File: config.mk
export PLATFORM = sky130hd
export DESIGN_NAME = cdc_hs_tx
export DESIGN_NICKNAME = d
export VERILOG_FILES = /design/src/rtl/cdc_hs_pkg.sv /design/src/rtl/BitSync.sv /design/src/rtl/cdc_hs_tx.sv
export SDC_FILE = /design/constraint.sdc
export NUM_CORES = 1
export LEC_CHECK = 0
export ABC_AREA = 1
export BUFFER_PORTS_ARGS = -buffer_cell sky130_fd_sc_hd__buf_4
export CORE_MARGIN = 3
export CORE_UTILIZATION = 38
export CTS_BUF_LIST = sky130_fd_sc_hd__clkbuf_4 sky130_fd_sc_hd__clkbuf_8
export DETAILED_ROUTE_END_ITERATION = 10
export GPL_TIMING_DRIVEN = 0
export PLACE_DENSITY = 0.76
export SYNTH_ARGS = -nofsm -noshare
export SYNTH_HDL_FRONTEND = slang
export SYNTH_SLANG_ARGS = --single-unit
export TNS_END_PERCENT = 20
File: constraint.sdc
create_clock -name clk -period 1.15 [get_ports clk]
set_input_delay 0.115 -clock clk [delete_from_list [all_inputs] [get_ports clk]]
set_output_delay 0.115 -clock clk [all_outputs]
set_load 0.02 [all_outputs]
File: src/rtl/cdc_hs_pkg.sv
// Shared definitions for the req/ack word-transfer handshake (transmitter and receiver).
`timescale 1ns/1ps
package cdc_hs_pkg;

   typedef enum logic [1:0] {
      IDLE     = 2'd0,
      WAIT_ACK = 2'd1,
      WAIT_REL = 2'd2
   } hs_state_t;

   // A zero-cycle timeout still needs a 1-bit counter so the RTL stays legal.
   function automatic int timeout_cnt_w(input int cyc);
      return (cyc < 1) ? 1 : $clog2(cyc + 1);
   endfunction

endpackage

File: src/rtl/BitSync.sv
// Multi-flop level synchronizer into the clk domain; each bit is synchronized independently.
`timescale 1ns/1ps
module BitSync #(
   parameter int Num_Stages = 2,
   parameter int Bus_Width  = 1
) (
   input  logic                 clk,
   input  logic                 rst_n,
   input  logic [Bus_Width-1:0] d,
   output logic [Bus_Width-1:0] q
);

   logic [Num_Stages-1:0][Bus_Width-1:0] sync_q;

   always_ff @(posedge clk or negedge rst_n) begin
      if (!rst_n) begin
         sync_q <= '0;
      end else begin
         sync_q <= {sync_q[Num_Stages-2:0], d};
      end
   end

   assign q = sync_q[Num_Stages-1];

endmodule

File: src/rtl/cdc_hs_tx.sv
// Source side of a 4-phase req/ack word transfer; holds cdc_data stable while the handshake runs.
//
//  state    | meaning
//  ---------+---------------------------------------------------------------
//  IDLE     | tx_ready=1, cdc_req=0; a valid word is captured and req raised
//  WAIT_ACK | cdc_req=1, waiting for the synchronized ack to rise
//  WAIT_REL | cdc_req=0, waiting for the synchronized ack to fall; then tx_done
`timescale 1ns/1ps
module cdc_hs_tx
   import cdc_hs_pkg::*;
#(
   parameter int DATA_W      = 8,
   parameter int NUM_STAGES  = 2,
   parameter int TIMEOUT_CYC = 0
) (
   input  logic              clk,
   input  logic              rst_n,
   input  logic [DATA_W-1:0] tx_data,
   input  logic              tx_valid,
   output logic              tx_ready,
   output logic [DATA_W-1:0] cdc_data,
   output logic              cdc_req,
   input  logic              cdc_ack_async,
   output logic              tx_done,
   output logic              busy,
   output logic              timeout_err,
   input  logic              err_clr
);

   localparam int             CNT_W    = timeout_cnt_w(TIMEOUT_CYC);
   localparam logic [CNT_W-1:0] CNT_MAX  = CNT_W'(TIMEOUT_CYC);
   localparam logic [CNT_W-1:0] CNT_LAST = CNT_W'(TIMEOUT_CYC - 1);

   hs_state_t        state;
   logic             ack_s;
   logic [CNT_W-1:0] to_cnt;
   logic             state_chg;
   logic             waiting;
   logic             timeout_hit;

   BitSync #(
      .Num_Stages (NUM_STAGES),
      .Bus_Width  (1)
   ) u_ack_sync (
      .clk   (clk),
      .rst_n (rst_n),
      .d     (cdc_ack_async),
      .q     (ack_s)
   );

   assign tx_ready = (state == IDLE);
   assign busy     = (state != IDLE);
   assign waiting  = (state == WAIT_ACK) || (state == WAIT_REL);

   assign state_chg = ((state == IDLE)     &&  tx_valid) ||
                      ((state == WAIT_ACK) &&  ack_s)    ||
                      ((state == WAIT_REL) && !ack_s);

   always_ff @(posedge clk or negedge rst_n) begin
      if (!rst_n) begin
         state    <= IDLE;
         cdc_req  <= 1'b0;
         cdc_data <= '0;
         tx_done  <= 1'b0;
      end else begin
         tx_done <= 1'b0;
         case (state)
            IDLE: begin
               if (tx_valid) begin
                  cdc_data <= tx_data;
                  cdc_req  <= 1'b1;
                  state    <= WAIT_ACK;
               end
            end
            WAIT_ACK: begin
               if (ack_s) begin
                  cdc_req <= 1'b0;
                  state   <= WAIT_REL;
               end
            end
            WAIT_REL: begin
               if (!ack_s) begin
                  tx_done <= 1'b1;
                  state   <= IDLE;
               end
            end
            default: begin
               cdc_req <= 1'b0;
               state   <= IDLE;
            end
         endcase
      end
   end

   // The error only flags a slow phase; the FSM keeps waiting so the protocol order holds.
   assign timeout_hit = (TIMEOUT_CYC > 0) && waiting && !state_chg && (to_cnt == CNT_LAST);

   always_ff @(posedge clk or negedge rst_n) begin
      if (!rst_n) begin
         to_cnt      <= '0;
         timeout_err <= 1'b0;
      end else begin
         if (state_chg || !waiting || (TIMEOUT_CYC == 0)) begin
            to_cnt <= '0;
         end else if (to_cnt != CNT_MAX) begin
            to_cnt <= to_cnt + 1'b1;
         end

         if (timeout_hit) begin
            timeout_err <= 1'b1;
         end else if (err_clr) begin
            timeout_err <= 1'b0;
         end
      end
   end

endmodule

======== After elaboration in Yosys (flattened, before gate mapping) ========
Cells that the tools add are included.
word-level totals
  register bits after elaboration ......... 14
  bits of input ports ..................... 13
  output and inout port bits .............. 13
  word-level logic and storage cells ...... 26
operators by class
  equality and inequality tests ........... 5
  muxes and demuxes ....................... 9
  bitwise operators ....................... 1
  reduce and logical (&&, ||, !) cells .... 5
operators by type and width
  kind                                           number
  2-to-1 mux 2 bit                               3
  case mux 2 bit (3 select lines)                1
  AND reduction 3 bit                            2
  2-to-1 mux 1 bit                               4
  != test 2 bit, second input constant           2
  case mux 1 bit (3 select lines)                1
  == test 2 x 1 -> 1 bit, second input constant  1
  == test 2 bit, second input constant           1
  zero test 2 bit                                1
  != test 2 x 1 -> 1 bit, second input constant  1
  AND reduction 2 bit                            1
  nonzero test 2 bit                             1
  inverter 1 bit                                 1

======== Logic depth before layout (Yosys ltp) ========
  depth in word-level cells ............... 3
  mapped depth ............................ 4
  depth with buffers taken out ............ 4

======== Modules after synthesis ========
A second synthesis with hierarchy kept.
unflattened totals
  cells, all modules ...................... 56
  area total of the unflattened synthesis .. 558.0 um^2
by module, submodules not included
  module     times used  cells each  area an instance (um^2)  sequential area each (um^2)
  cdc_hs_tx  1           54          508.0                    300.3
  BitSync    1           2           50.0                     50.0

======== Worst setup path before layout ========
No wires, ideal clock.
  path type ............................... register to output
  from .................................... register state[1]
  to ...................................... output busy
  arrival ................................. 819 ps
  data required time ...................... 1035 ps
  path slack .............................. 216 ps
  cell stages (with the launch flop) ...... 4
  buffers on the path ..................... 1
  cell sequence ........................... dfrtp_1 -> nor2_4 -> buf_6 -> inv_1
between the ends
  cells in the longest elaborated chain, start to end .. 1
RTL lines
  what                    RTL line         source
  from (decl)             cdc_hs_tx.sv:34  hs_state_t state;
  from (signal assigned)  cdc_hs_tx.sv:61  state <= IDLE;
  from (signal assigned)  cdc_hs_tx.sv:72  state <= WAIT_ACK;
  from (signal assigned)  cdc_hs_tx.sv:78  state <= WAIT_REL;
  nonzero test 2 bit      cdc_hs_tx.sv:52  assign busy = (state != IDLE);
  to (decl)               cdc_hs_tx.sv:25  output logic busy,
Every way passes these cells.

======== Final worst setup path ========
Same ends and word-level chain as after synthesis.

==> results.tsv <==
metric	value	unit
ctsRootBufferMaster	clkbuf_4	
via_per_inst	4.55	
grtUsageMet3	3.66	%
startpoint	state[1]	
clock_path_buffers	2	
synth_top_area_share	62.8	%
powerDensity	2810	nW/um2
num_rows	13	
post_drt_wl_per_cell	11.2	um
grt.overflow.total	0	
clkSlewWorstSetupHoldPaths	90	ps
portBuffers	22	
drive_gt1_share	41.4	%
reg2reg_setup_slack	130	ps
syn_avg_cell_area	9.96	um2
yosysWarnings	0	
worstSkewPairLatency	280	ps
finClkSkew	6.52	ps
critPathMaxFanout	4	
grt-busiest-layer	met2	
initial_core_util	41.8	%
grt_use_met1	14.4	%
dieArea	1960	um2
ys_seq_area_share	62.8	%
cp.arrival	1040	ps
synth-edff-count	0	
cpPeakStageDelay	440	ps
status	finished, violations left	
routed_wirelength	1150	um
synth_most_common_cell	nand2_1	
num_antenna_cells	0	
slowest_stage	dfrtp_2	
gp_congestion	0.646	
die_y	44.3	um
endpoint	busy	
ir_drop	0.00123	V
fin_area	822	um2
drv_cap	0	
path_depth	3	
cts_tree	done	
worstSetupEndpointType	output pin	
ios	26	
p_leak	0.454	nW
worstPathRequired	1030	ps
ys.flop_type	dfrtp_1	
crit_chain	nor2_4, inv_2, buf_6	
async_flop_share	100	%
drc	0	
reg2reg_depth	5	
drt_first_pass_iters	4	
rsz0062_at_grt	true	
cpLargestDelayFamily	flip-flops	
drtIter0Drc	7	
yosys.area.top_type	dfrtp_1	
finalHoldViolCount	0	
syn_inst	56	
synth-seq-cells	14	
crit_type	flop to output pin	
holdWs	60.1	ps
layout.cells.non_filler	102	
setup_viol	1	
die_w	44.3	um
ant_nets	0	
worst_setup_path_start_kind	flop	
dp_cells	93	
nets	101	
layout_setup_ws	-2.07	ps
holdCritPathClass	primary input to flop	
max_clock_freq	868	MHz
period_share	100	%
area_growth	47.3	%
grt_use_total	13.0	%
period_needed	1150	ps
synth_common_cells	nand2_1 (18), dfrtp_1 (14), nand3_1 (8), inv_1 (4), nor2_1 (3)	
syn_nets	69	
ys_top_cells_by_area	dfrtp_1 (63%), nand2_1 (12%), nand3_1 (7.2%), buf_6 (4.0%), inv_1 (2.7%)	
grt_pass1_vias	403	
htree_levels	1	
grt_max_degree	15	
regToRegEndpoint	cdc_data[7]	
place_area	742	um2
drv_slew	0	
met2_usage	20.3	%
vias	464	
core-area	1330	um2
cts.sinks	14	
grt_pass1_wl	1760	um
antenna_found_initial	0	
synth_cell_types	13	
cts_buffers	3	
path_buf_inv	2	
reg2reg_from	state[1]	
syn_area	558	um2
violations	setup timing	
[sequential cells by signal (all words and copies together) (netlist names)]
register	flops
cdc_data	8
state	2
cdc_req	1
tx_done	1
u_ack_sync.q	1
u_ack_sync.sync_q	1
[layout by cell type, fill, tap and decap left out]
cell / count
a21boi_0: 1
a21oi_1: 1
buf_4: 26
buf_6: 2
clkbuf_4: 3
clkbuf_8: 1
conb_1: 1
dfrtp_1: 13
dfrtp_2: 1
dlygate4sd3_1: 2
inv_1: 3
inv_2: 1
nand2_1: 18
nand2_4: 1
nand3_1: 8
nor2_1: 3
nor2_4: 1
o21ai_1: 1
[routing by layer]
layer	vias up	part of all wire (%)	wire (um)
met1	214	40	458
met4	0	1.3	15
li1	234	-	-
met3	2	5.5	63
met2	14	53	608
met5	-	0	0
[logic make-up after synthesis]
group | share of synthesized area (%)
simple gates | 25.3
flops | 62.8
compound gates | 3.14
other cells | 0.672
buf+inv | 8.07
[worst min-delay path by stage]
stage                    start     endpoint  slack (ps)  cells past startpoint
floorplan                rst_n  cdc_data[0]        -180                      0
global placement         rst_n      cdc_req         -30                      1
detailed placement       rst_n      cdc_req         -30                      1
CTS                 tx_data[4]  cdc_data[4]          60                      3
global route        tx_data[4]  cdc_data[4]          60                      3
finish              tx_data[4]  cdc_data[4]          60                      3
[stage by stage]
step	util [%]	power, mW	setup TNS [ps]	setup slack, ps
2_1_floorplan	-	1.44	0	216
3_3_place_gp	55.6	1.85	0	138
3_5_place_dp	55.6	1.89	0	119
4_1_cts	61.8	2.37	-98.3	-57.1
5_1_grt	61.6	2.45	-80.9	-43.2
6_report	61.6	2.31	-2.07	-2.07
[layout make-up]
class / count / area (um2)
clock buffer: 4 / 36.3
buffer: 2 / 18.8
multi-input combinational: 35 / 163
tap: 15 / 18.8
fill: 123 / 512
timing repair buffer: 28 / 219
sequential: 14 / 352
inverter: 4 / 15.0
[worst min-delay path, cell delays in order]
cell	delay [ps]
buf_4	80
nand3_1	60
nand2_1	60
[report_power, final]
group	switching (mW)	total [mW]	internal (mW)	leakage, nW
Combinational	0.629	1.14	0.515	0.261
Clock	0.164	0.357	0.192	0.0210
Sequential	0.121	0.807	0.687	0.172
[repair_timing]
action                                  CTS  global route
hold buffers                              2             0
pin swaps                                 1             1
gates resized for setup                   2             1
endpoints found under the setup margin    2             2
endpoints found under the hold margin    15             0
buffers inserted                          3             1
Note: power is estimated with default switching activity, not from simulation.
